--- config.mk ---
export PLATFORM = sky130hd
export DESIGN_NAME = kbd_io_ctrl
export DESIGN_NICKNAME = d
export VERILOG_FILES = /design/src/rtl/lc4_io_pkg.sv /design/src/rtl/Nbit_reg.sv /design/src/rtl/kbd_fifo.sv /design/src/rtl/kbd_io_ctrl.sv
export SDC_FILE = /design/constraint.sdc
export NUM_CORES = 1
export LEC_CHECK = 0
export CAP_MARGIN = 20
export CORE_MARGIN = 10
export CORE_UTILIZATION = 40
export CTS_BUF_LIST = sky130_fd_sc_hd__clkbuf_8
export DETAILED_ROUTE_END_ITERATION = 7
export PLACE_DENSITY = 0.63
export SLEW_MARGIN = 20
export SYNTH_ARGS = -nofsm -noshare
export SYNTH_HDL_FRONTEND = slang
export SYNTH_SLANG_ARGS = --single-unit
--- constraint.sdc ---
create_clock -name clk -period 6.5 [get_ports clk]
set_input_delay 0.975 -clock clk [delete_from_list [all_inputs] [get_ports clk]]
set_output_delay 0.975 -clock clk [all_outputs]
set_load 0.02 [all_outputs]
--- src/rtl/lc4_io_pkg.sv ---
// Shared LC4 I/O definitions: device addresses, KBSR bit positions and the
// keyboard capture-FSM state type.
package lc4_io_pkg;

    localparam logic [15:0] DEF_KBSR_ADDR = 16'hFE00;
    localparam logic [15:0] DEF_KBDR_ADDR = 16'hFE02;

    localparam int KBSR_RDY_BIT = 15;
    localparam int KBSR_OVF_BIT = 14;

    typedef enum logic [1:0] {
        ST_IDLE   = 2'd0,
        ST_SETTLE = 2'd1,
        ST_PUSH   = 2'd2
    } kbd_state_t;

endpackage

--- src/rtl/Nbit_reg.sv ---
// Generic N-bit register with synchronous reset, local write enable and
// global write enable.
module Nbit_reg #(
    parameter int             N           = 8,
    parameter logic [N-1:0]   RESET_VALUE = '0
) (
    input  logic         i_clk,
    input  logic         i_rst,
    input  logic         i_gwe,
    input  logic         i_we,
    input  logic [N-1:0] i_d,
    output logic [N-1:0] o_q
);

    // Reset wins over gwe; otherwise load only when both enables are high.
    always_ff @(posedge i_clk) begin
        if (i_rst) begin
            o_q <= RESET_VALUE;
        end else if (i_gwe && i_we) begin
            o_q <= i_d;
        end else begin
            o_q <= o_q;
        end
    end

endmodule

--- src/rtl/kbd_fifo.sv ---
// Synchronous character FIFO built from Nbit_reg storage; a pop at full frees
// the slot that a simultaneous push then uses.
module kbd_fifo #(
    parameter int DEPTH = 4,
    parameter int WIDTH = 8
) (
    input  logic             i_clk,
    input  logic             i_rst,
    input  logic             i_gwe,
    input  logic             i_push,
    input  logic             i_pop,
    input  logic [WIDTH-1:0] i_data,
    output logic [WIDTH-1:0] o_head,
    output logic             o_empty,
    output logic             o_drop
);

    localparam int AW = $clog2(DEPTH);
    localparam int CW = AW + 1;

    logic [AW-1:0]    w_rptr;
    logic [AW-1:0]    w_wptr;
    logic [CW-1:0]    w_count;
    logic [CW-1:0]    w_count_nxt;
    logic             w_full;
    logic             w_push_ok;
    logic             w_pop_ok;
    logic [WIDTH-1:0] w_mem [DEPTH];

    assign o_empty   = (w_count == '0);
    assign w_full    = (w_count == CW'(DEPTH));
    assign w_pop_ok  = i_pop && !o_empty;
    assign w_push_ok = i_push && (!w_full || w_pop_ok);
    assign o_drop    = i_push && !w_push_ok;

    // Occupancy moves only when exactly one of push/pop is accepted.
    always_comb begin
        w_count_nxt = w_count;
        if (w_push_ok && !w_pop_ok) begin
            w_count_nxt = w_count + CW'(1);
        end else if (w_pop_ok && !w_push_ok) begin
            w_count_nxt = w_count - CW'(1);
        end else begin
            w_count_nxt = w_count;
        end
    end

    Nbit_reg #(.N(AW)) u_rptr (
        .i_clk(i_clk), .i_rst(i_rst), .i_gwe(i_gwe), .i_we(w_pop_ok),
        .i_d(w_rptr + AW'(1)), .o_q(w_rptr)
    );

    Nbit_reg #(.N(AW)) u_wptr (
        .i_clk(i_clk), .i_rst(i_rst), .i_gwe(i_gwe), .i_we(w_push_ok),
        .i_d(w_wptr + AW'(1)), .o_q(w_wptr)
    );

    Nbit_reg #(.N(CW)) u_count (
        .i_clk(i_clk), .i_rst(i_rst), .i_gwe(i_gwe), .i_we(w_push_ok ^ w_pop_ok),
        .i_d(w_count_nxt), .o_q(w_count)
    );

    for (genvar g = 0; g < DEPTH; g++) begin : g_slot
        Nbit_reg #(.N(WIDTH)) u_slot (
            .i_clk(i_clk), .i_rst(i_rst), .i_gwe(i_gwe),
            .i_we(w_push_ok && (w_wptr == AW'(g))),
            .i_d(i_data), .o_q(w_mem[g])
        );
    end

    assign o_head = w_mem[w_rptr];

endmodule

--- src/rtl/kbd_io_ctrl.sv ---
// Memory-mapped keyboard controller: settle-delayed key capture into a FIFO,
// KBSR/KBDR read decode. Optional sticky overflow flag: KBD_OVF_FLAG_EN.
module kbd_io_ctrl
    import lc4_io_pkg::*;
#(
    parameter int          DEPTH      = 4,
    parameter int          SETTLE_CYC = 3,
    parameter logic [15:0] KBSR_ADDR  = DEF_KBSR_ADDR,
    parameter logic [15:0] KBDR_ADDR  = DEF_KBDR_ADDR
) (
    input  logic        clk,
    input  logic        rst,
    input  logic        gwe,
    input  logic        key_pressed,
    input  logic [7:0]  ascii,
    input  logic [15:0] addr,
    input  logic        re,
    output logic [15:0] dout,
    output logic        sel,
    output logic        kbsr_ready
);

    kbd_state_t r_state;
    logic [3:0] r_cnt;
    logic [7:0] r_last;
    logic       w_is_kbsr;
    logic       w_is_kbdr;
    logic       w_push;
    logic       w_pop;
    logic       w_empty;
    logic       w_drop;
    logic       w_ovf;
    logic [7:0] w_head;

    assign w_is_kbsr = (addr == KBSR_ADDR);
    assign w_is_kbdr = (addr == KBDR_ADDR);
    assign w_push    = (r_state == ST_PUSH);
    assign w_pop     = re && w_is_kbdr && !w_empty;

    kbd_fifo #(.DEPTH(DEPTH), .WIDTH(8)) u_fifo (
        .i_clk(clk), .i_rst(rst), .i_gwe(gwe),
        .i_push(w_push), .i_pop(re && w_is_kbdr), .i_data(ascii),
        .o_head(w_head), .o_empty(w_empty), .o_drop(w_drop)
    );

    // Capture FSM: one key in flight; presses outside IDLE are ignored.
    always_ff @(posedge clk) begin
        if (rst) begin
            r_state <= ST_IDLE;
            r_cnt   <= 4'd0;
        end else if (gwe) begin
            case (r_state)
                ST_IDLE: begin
                    if (key_pressed) begin
                        r_state <= ST_SETTLE;
                        r_cnt   <= 4'(SETTLE_CYC - 1);
                    end else begin
                        r_state <= ST_IDLE;
                    end
                end
                ST_SETTLE: begin
                    if (r_cnt == 4'd0) begin
                        r_state <= ST_PUSH;
                    end else begin
                        r_cnt <= r_cnt - 4'd1;
                    end
                end
                ST_PUSH: r_state <= ST_IDLE;
                default: r_state <= ST_IDLE;
            endcase
        end else begin
            r_state <= r_state;
        end
    end

    // Last popped character, returned by KBDR reads while the FIFO is empty.
    always_ff @(posedge clk) begin
        if (rst) begin
            r_last <= 8'h00;
        end else if (gwe && w_pop) begin
            r_last <= w_head;
        end else begin
            r_last <= r_last;
        end
    end

`ifdef KBD_OVF_FLAG_EN
    logic r_ovf;

    // Sticky overflow: a drop in the same cycle as a KBSR read keeps it set.
    always_ff @(posedge clk) begin
        if (rst) begin
            r_ovf <= 1'b0;
        end else if (gwe && w_drop) begin
            r_ovf <= 1'b1;
        end else if (gwe && re && w_is_kbsr) begin
            r_ovf <= 1'b0;
        end else begin
            r_ovf <= r_ovf;
        end
    end

    assign w_ovf = r_ovf;
`else
    logic w_unused_drop;

    assign w_unused_drop = w_drop;
    assign w_ovf         = 1'b0;
`endif

    // Zero-latency read mux onto the memory bus.
    always_comb begin
        dout = 16'h0000;
        if (w_is_kbsr) begin
            dout[KBSR_RDY_BIT] = !w_empty;
            dout[KBSR_OVF_BIT] = w_ovf;
        end else if (w_is_kbdr) begin
            dout = {8'h00, (w_empty ? r_last : w_head)};
        end else begin
            dout = 16'h0000;
        end
    end

    assign sel        = w_is_kbsr || w_is_kbdr;
    assign kbsr_ready = !w_empty;

endmodule

==> results of run 1 <==
state kept, by name, summed over array words and instances, names as in the netlist:
register / count
r_cnt: 4
u_fifo.u_wptr.o_q: 2
u_fifo.u_count.o_q: 3
u_fifo.u_rptr.o_q: 2
r_last: 8
r_state: 2
u_fifo.g_slot.u_slot.o_q: 32
per-stage QoR:
step           power, mW  util (%)  setup WS (ns)  cells  hold WS, ns
2_1_floorplan      0.387         -           2.70    307        0.446
3_3_place_gp       0.409      46.6           1.78    425        0.458
3_5_place_dp       0.411      46.6           1.75    425        0.463
4_1_cts            0.604      47.9           1.75    433        0.480
5_1_grt            0.627      47.9           1.57    433        0.494
6_report           0.596      47.9           1.76    433        0.476
kinds of logic (layout without fill, tap and decap cells):
logic type / count (synthesis) / in the layout / share of synthesized area [%]
simple gates: 115 / 115 / 22.6
flops: 53 / 53 / 36.1
compound gates: 44 / 44 / 11.7
mux: 44 / 44 / 18.6
buf+inv: 31 / 58 / 5.78
fa+ha+maj: 8 / 8 / 3.66
xor+xnor: 5 / 5 / 1.49
other cells: 1 / 7 / 0.127
tightest hold or removal path, cell delays in order (launching register included):
cell and delay, ns:
dfxtp_1 0.33, nand2b_1 0.06, mux2i_1 0.05
cells in the final DEF, fill, tap and decap left out, drive strengths merged, types with 3 or more instances in the layout:
cell,Yosys,final
nor2b,5,5
a31oi,3,3
clkinv,1,4
a21oi,20,20
nor2,12,12
nand2,21,21
nor3,3,3
clkbuf,9,5
and4,4,4
o21ai,11,11
mux2i,34,34
ha,7,7
conb,1,7
a41oi,4,4
xnor2,4,4
clkdlybuf4s50,0,39
nand3,9,9
mux4,8,8
nand2b,43,43
dfxtp,53,53
inv,8,8
layer usage:
layer  share of wire [%]  vias up
met3                 6.2        6
met1                  49     1032
met5                   0        -
met2                  44       46
li1                    -     1112
met4                 1.1        0
area by class of cell:
cell class                      instances  area, sq um
Multi-Input combinational cell        223         1740
Tap cell                               99          124
Inverter                                9         38.8
Timing Repair Buffer                   41          405
Fill cell                             706         3760
Clock inverter                          3         22.5
Sequential cell                        53         1060
Clock buffer                            5         68.8
power groups by stage:
stage	combinational (mW)	clock [mW]	sequential [mW]
finish	0.0692	0.193	0.334
global route	0.0767	0.216	0.335
CTS	0.0697	0.201	0.334
detailed placement	0.0695	0	0.341
global placement	0.0684	0	0.341
floorplan	0.0468	0	0.340
worst max-delay path by stage:
stage                     slack, ns  depth (start not counted)      end  startpoint
after floorplan                2.70                          6  dout[0]     addr[6]
after global placement         1.78                          7  dout[4]     addr[6]
after detailed placement       1.75                          7  dout[0]     addr[6]
after CTS                      1.75                          7  dout[4]     addr[6]
after global routing           1.57                          7  dout[4]     addr[6]
final                          1.76                          7  dout[0]     addr[6]
==> run metrics, run 1 <==
synth warn 0; CTS tree yes; Comb power frac a little under an eighth; RSZ-0062 raised after global routing false; worst hold path type flop to flop; TritonCTS Buffers 5; Worst Hold Launch u_fifo.g_slot[0].u_slot.o_q[6]; status finished, final reports clean; Critical Path Max Stage Delay around 0.65 ns; die height between 100 and 150 um; die area around 0.011 sq mm; maximum clock path buffer count 2; initial antenna violation count 0; I/O Buffers 39; global routing's busiest layer met2; first-pass GRT wire length 10.8 mm; Max IR drop VDD roughly 0.09 mV; top post-synthesis cells by area dfxtp_1, mux2i_1, nand2b_1; Req. time, crit path between 5 and 6 ns; Tot GR Track Use 11.5%; Worst-path clk slew ~0.10 ns; fraction of layout instances using a drive strength above 1 roughly a tenth; FFs w/ async S/R, synth 0%; top-count cell post-synth dfxtp_1; Final Hold Viols 0; M3 GR Usage under 10%; R2R cell count 5; vias about 2200; Most used DFF post-synth dfxtp_1; Design Area, Final around 0.0035 sq mm; remaining global-route overflow 0; most frequent cells after synthesis dfxtp_1, nand2b_1, mux2i_1; crit start category input port; CTS Sinks between 50 and 60; crit path time final approximately 4.7 ns; Worst Setup End Kind output port; max-slew violations 0; GRT met2 Usage roughly 17%; routed len/inst about 15 um; Worst Tran Pin Value between 0.8 and 0.9 ns; clock network latency to the later pin of the worst-skew pair around 0.31 ns; placed instance area 0.00336 sq mm; nets@finish 370; ANT nets after route 0; Resized cells post-CTS 0; r2r endpoint u_fifo.g_slot[0].u_slot.o_q[1]; setup TNS 0 ns; final setup fails 0; Unique masters post-synth 49; die span in x approximately 110 um; Synth top area share about 36%; Placer Congestion 0.735; cell family with most CP delay simple AND/OR/NAND/NOR gates; setup bufs post-CTS 0; Slew Limit Headroom 44.9%; PD cells 172 mW/mm^2; final WL 6.28 mm; I/O pin cnt 47; Crit Reg-Reg Startpoint u_fifo.u_count.o_q[0]; DR vias/cell 5.07; Clk network pwr share around a third; CP max FO 13; cts hold-fix bufs 0; Rows 31; # DRC 0; syn_area_per_cell a little under 10 sq um; sw frac approximately a quarter; P_leak about 1.3 nW; H-Tree Depth 2; area leader, netlist dfxtp_1; R2R setup slack roughly 3.8 ns; Root Buffer clkbuf_8; crit-path cells clkdlybuf4s50_1 -> or4b_1 -> or4_4 -> clkinv_4 -> nand2_1 -> a21oi_1 -> clkdlybuf4s50_1; Cells on Worst Hold Path 2; Synth Register Bits 53; Worst path slowest cell or4_4; Post-Syn Area around 0.0029 sq mm; WS Path Type input port to output port; n_diodes 0; number of flops mapped to enable cells by yosys 0; GRT met1 Usage roughly 15%; Int Pwr 0.442 mW; DRT Pass-1 Iters 7; Area Overhead vs Synth 17.5%; Initial DRC Count 100; Initial Utilization 40.8%; NetSw between 0.15 and 0.2 mW; post-DP HPWL around 4.6 mm; sequential area share after synthesis 36.1%; Core ar. 0.00721 sq mm; Crit path top cell by count clkdlybuf4s50_1; register share of total power around 56%; post-synthesis cell count around 300; crit share post-route between 70 and 80%; Worst EP arrival ~3.8 ns; maxcap violations 0; Final Skew between 0.008 and 0.009 ns; Max Fclk ~0.21 GHz; vias in the first global route between 2000 and 2500; CP bufs+invs 3; largest net degree at the start of global routing 63; Hold EP u_fifo.g_slot[0].u_slot.o_q[6]
No activity file was read; power rests on OpenSTA's default activity.
==> run 2: changes to the inputs <==
==> constraint.sdc (replaced) <==
create_clock -name clk -period 4.7 [get_ports clk]
set_input_delay 0.705 -clock clk [delete_from_list [all_inputs] [get_ports clk]]
set_output_delay 0.705 -clock clk [all_outputs]
set_load 0.02 [all_outputs]
==> run 2 against run 1 <==
Effect of this change: hold slack better by 0.0015 ns; die area stayed put; first-iteration DRC count is 12% higher; utilization is 0.10 points higher; register-to-register slack worse by 1.9 ns; combinational power is 39% higher; critical endpoint unchanged; largest cell class unchanged.
==> run metrics, run 2 (same netlist as run 1, synthesis figures left out) <==
Tot GR Track Use 10.8% (-0.60 points); M3 GR Usage 3.29% (-0.73 points); Crit path top cell by count clkdlybuf4s50_1; nets@finish 371 (+0.27%); Req. time, crit path 3.99 ns (-1.53 ns); global routing's busiest layer met2; Layout Cells excl Fill 434 (+0.23%); clock network latency to the later pin of the worst-skew pair 0.30 ns (about the same); remaining global-route overflow 0 (unchanged); PD cells 239 mW/mm^2 (+39%); CP bufs+invs 3 (unchanged); Final Skew 0.00492 ns (-0.00355 ns); Worst path slowest cell or4_4; routed len/inst 14.4 um (-0.79%); Root Buffer clkbuf_8; Largest register FFs 32 (unchanged); status finished, final reports clean; Worst Tran Pin Value 0.893 ns (+0.0668 ns); # DRC 0 (unchanged); Core ar. 0.00721 sq mm (unchanged); Initial Utilization 40.8% (unchanged); maximum clock path buffer count 2 (unchanged); P_leak 1.30 nW (+0.19%); most common cell after layout, fill and taps aside dfxtp_1; RSZ-0062 raised after global routing false; worst setup margin 0.526 ns (-1.24 ns); CP max FO 13 (unchanged); DR vias/cell 5.02 (-1.1%); final setup fails 0 (unchanged); Initial DRC Count 112 (+12%); Placer Congestion 0.746 (+1.5%); # fillers 681 (-3.5%); Worst EP arrival 3.47 ns (-0.29 ns); vias 2177 (-0.87%); Max Fclk roughly 0.24 GHz; I/O pin cnt 47 (unchanged); crit-path cells clkdlybuf4s50_1 -> or4b_1 -> or4_4 -> clkinv_4 -> nand2_1 -> a21oi_1 -> clkdlybuf4s50_1; H-Tree Depth 2 (unchanged); dpl ws 0.517 ns (-1.24 ns); I/O Buffers 39 (unchanged); Max IR drop VDD 0.162 mV (+80%); Worst-path clk slew 0.10 ns (about the same); Final Power 0.828 mW (+39%); crit share post-route between 80% and 90%; worst hold path type flop to flop; CTS Sinks 53 (unchanged); ANT nets after route 0 (unchanged); placed insts 426 (+0.24%); Rows 31 (unchanged); n_diodes 0 (unchanged); WS Path Type input port to output port; post-DP HPWL 4.65 mm (+0.88%); Largest regs u_fifo.g_slot.u_slot.o_q x32, r_last x8, r_cnt x4; most flop-heavy register u_fifo.g_slot.u_slot.o_q; TritonCTS Buffers 5 (unchanged); GRT met1 Usage 14.8% (-0.20 points); Worst Setup End Kind output port; setup TNS 0 ns (unchanged); fraction of layout instances using a drive strength above 1 9.85% (-0.029 points); crit path time final roughly 4.2 ns; Critical Path Max Stage Delay 0.65 ns (about the same); Slew Limit Headroom 40.5% (-4.5 points); die height 106 um (unchanged); Area Overhead vs Synth 17.7%; largest net degree at the start of global routing 38 (-40%); Core Util, Final 48.0% (+0.10 points); setup bufs post-CTS 0 (unchanged); GRT met2 Usage 16.3% (-1.1 points); first-pass GRT wire length 10.3 mm (-4.5%); max-slew violations 0 (unchanged); maxcap violations 0 (unchanged); die span in x 106 um (unchanged); DRT Pass-1 Iters 4 (-3); most frequent cells in the layout dfxtp_1, nand2b_1, clkdlybuf4s50_1, mux2i_1, nand2_1; Final Hold Viols 0 (unchanged); die area 0.0112 sq mm (unchanged); cts hold-fix bufs 0 (unchanged); Resized cells post-CTS 0 (unchanged); final WL 6.25 mm (-0.56%); cell family with most CP delay simple AND/OR/NAND/NOR gates; crit start category input port; vias in the first global route 2102 (-3.7%); initial antenna violation count 0 (unchanged); CTS tree yes
## run 2: changes by cell type in the layout (fill, tap and decap cells not counted), sizes merged
cell / before / now
clkinvlp: 0 / 1
buf: 2 / 3
clkinv: 4 / 1
inv: 8 / 10
## run 2: worst min-delay path: stages (launching register included)
cell      delay (ns)
dfxtp_1         0.33
nand2b_1        0.06
mux2i_1         0.05
## run 2: area by class of cell
type	instances	area (sq um)	share of cell area, %
multi-input cells	223	1730	50.1
clock inverters	3	25.0	0.722
well taps	99	124	3.58
repair buffers	42	413	11.9
inverters	9	38.8	1.12
clock buffers	5	68.8	1.99
flip-flops and latches	53	1060	30.6
## run 2: per-stage QoR
stage | instance area (sq um) | hold slack, ns
finish | 3460 | 0.478
global route | 3460 | 0.491
CTS | 3460 | 0.478
detailed placement | 3370 | 0.463
global placement | 3370 | 0.458
floorplan | 2970 | 0.446
## run 2: worst paths after layout
kind / cells after the start / end / slack, ns / start
worst min-delay path: 2 / u_fifo.g_slot[0].u_slot.o_q[4] / 0.48 / u_fifo.g_slot[0].u_slot.o_q[4]
worst min register to register: 2 / u_fifo.g_slot[0].u_slot.o_q[4] / 0.48 / u_fifo.g_slot[0].u_slot.o_q[4]
worst max register to register: 5 / u_fifo.g_slot[0].u_slot.o_q[0] / 1.87 / u_fifo.u_count.o_q[0]
worst max-delay path: 7 / dout[0] / 0.53 / addr[6]
## run 2: where the power goes
part	internal, mW	leakage [nW]	total [mW]	switching, mW
Clock	0.109	0.0452	0.270	0.161
Sequential	0.455	0.428	0.462	0.00651
Combinational	0.0501	0.829	0.0965	0.0464
Total	0.614	1.30	0.828	0.214
## run 2: per-layer routing
layer  up-vias  routed length [um]  part of all wire (%)
met1      1019                3200                    51
met5         -                   0                     0
met3         2                 334                   5.3
li1       1105                   -                     -
met2        51                2680                    43
met4         0                  29                  0.46
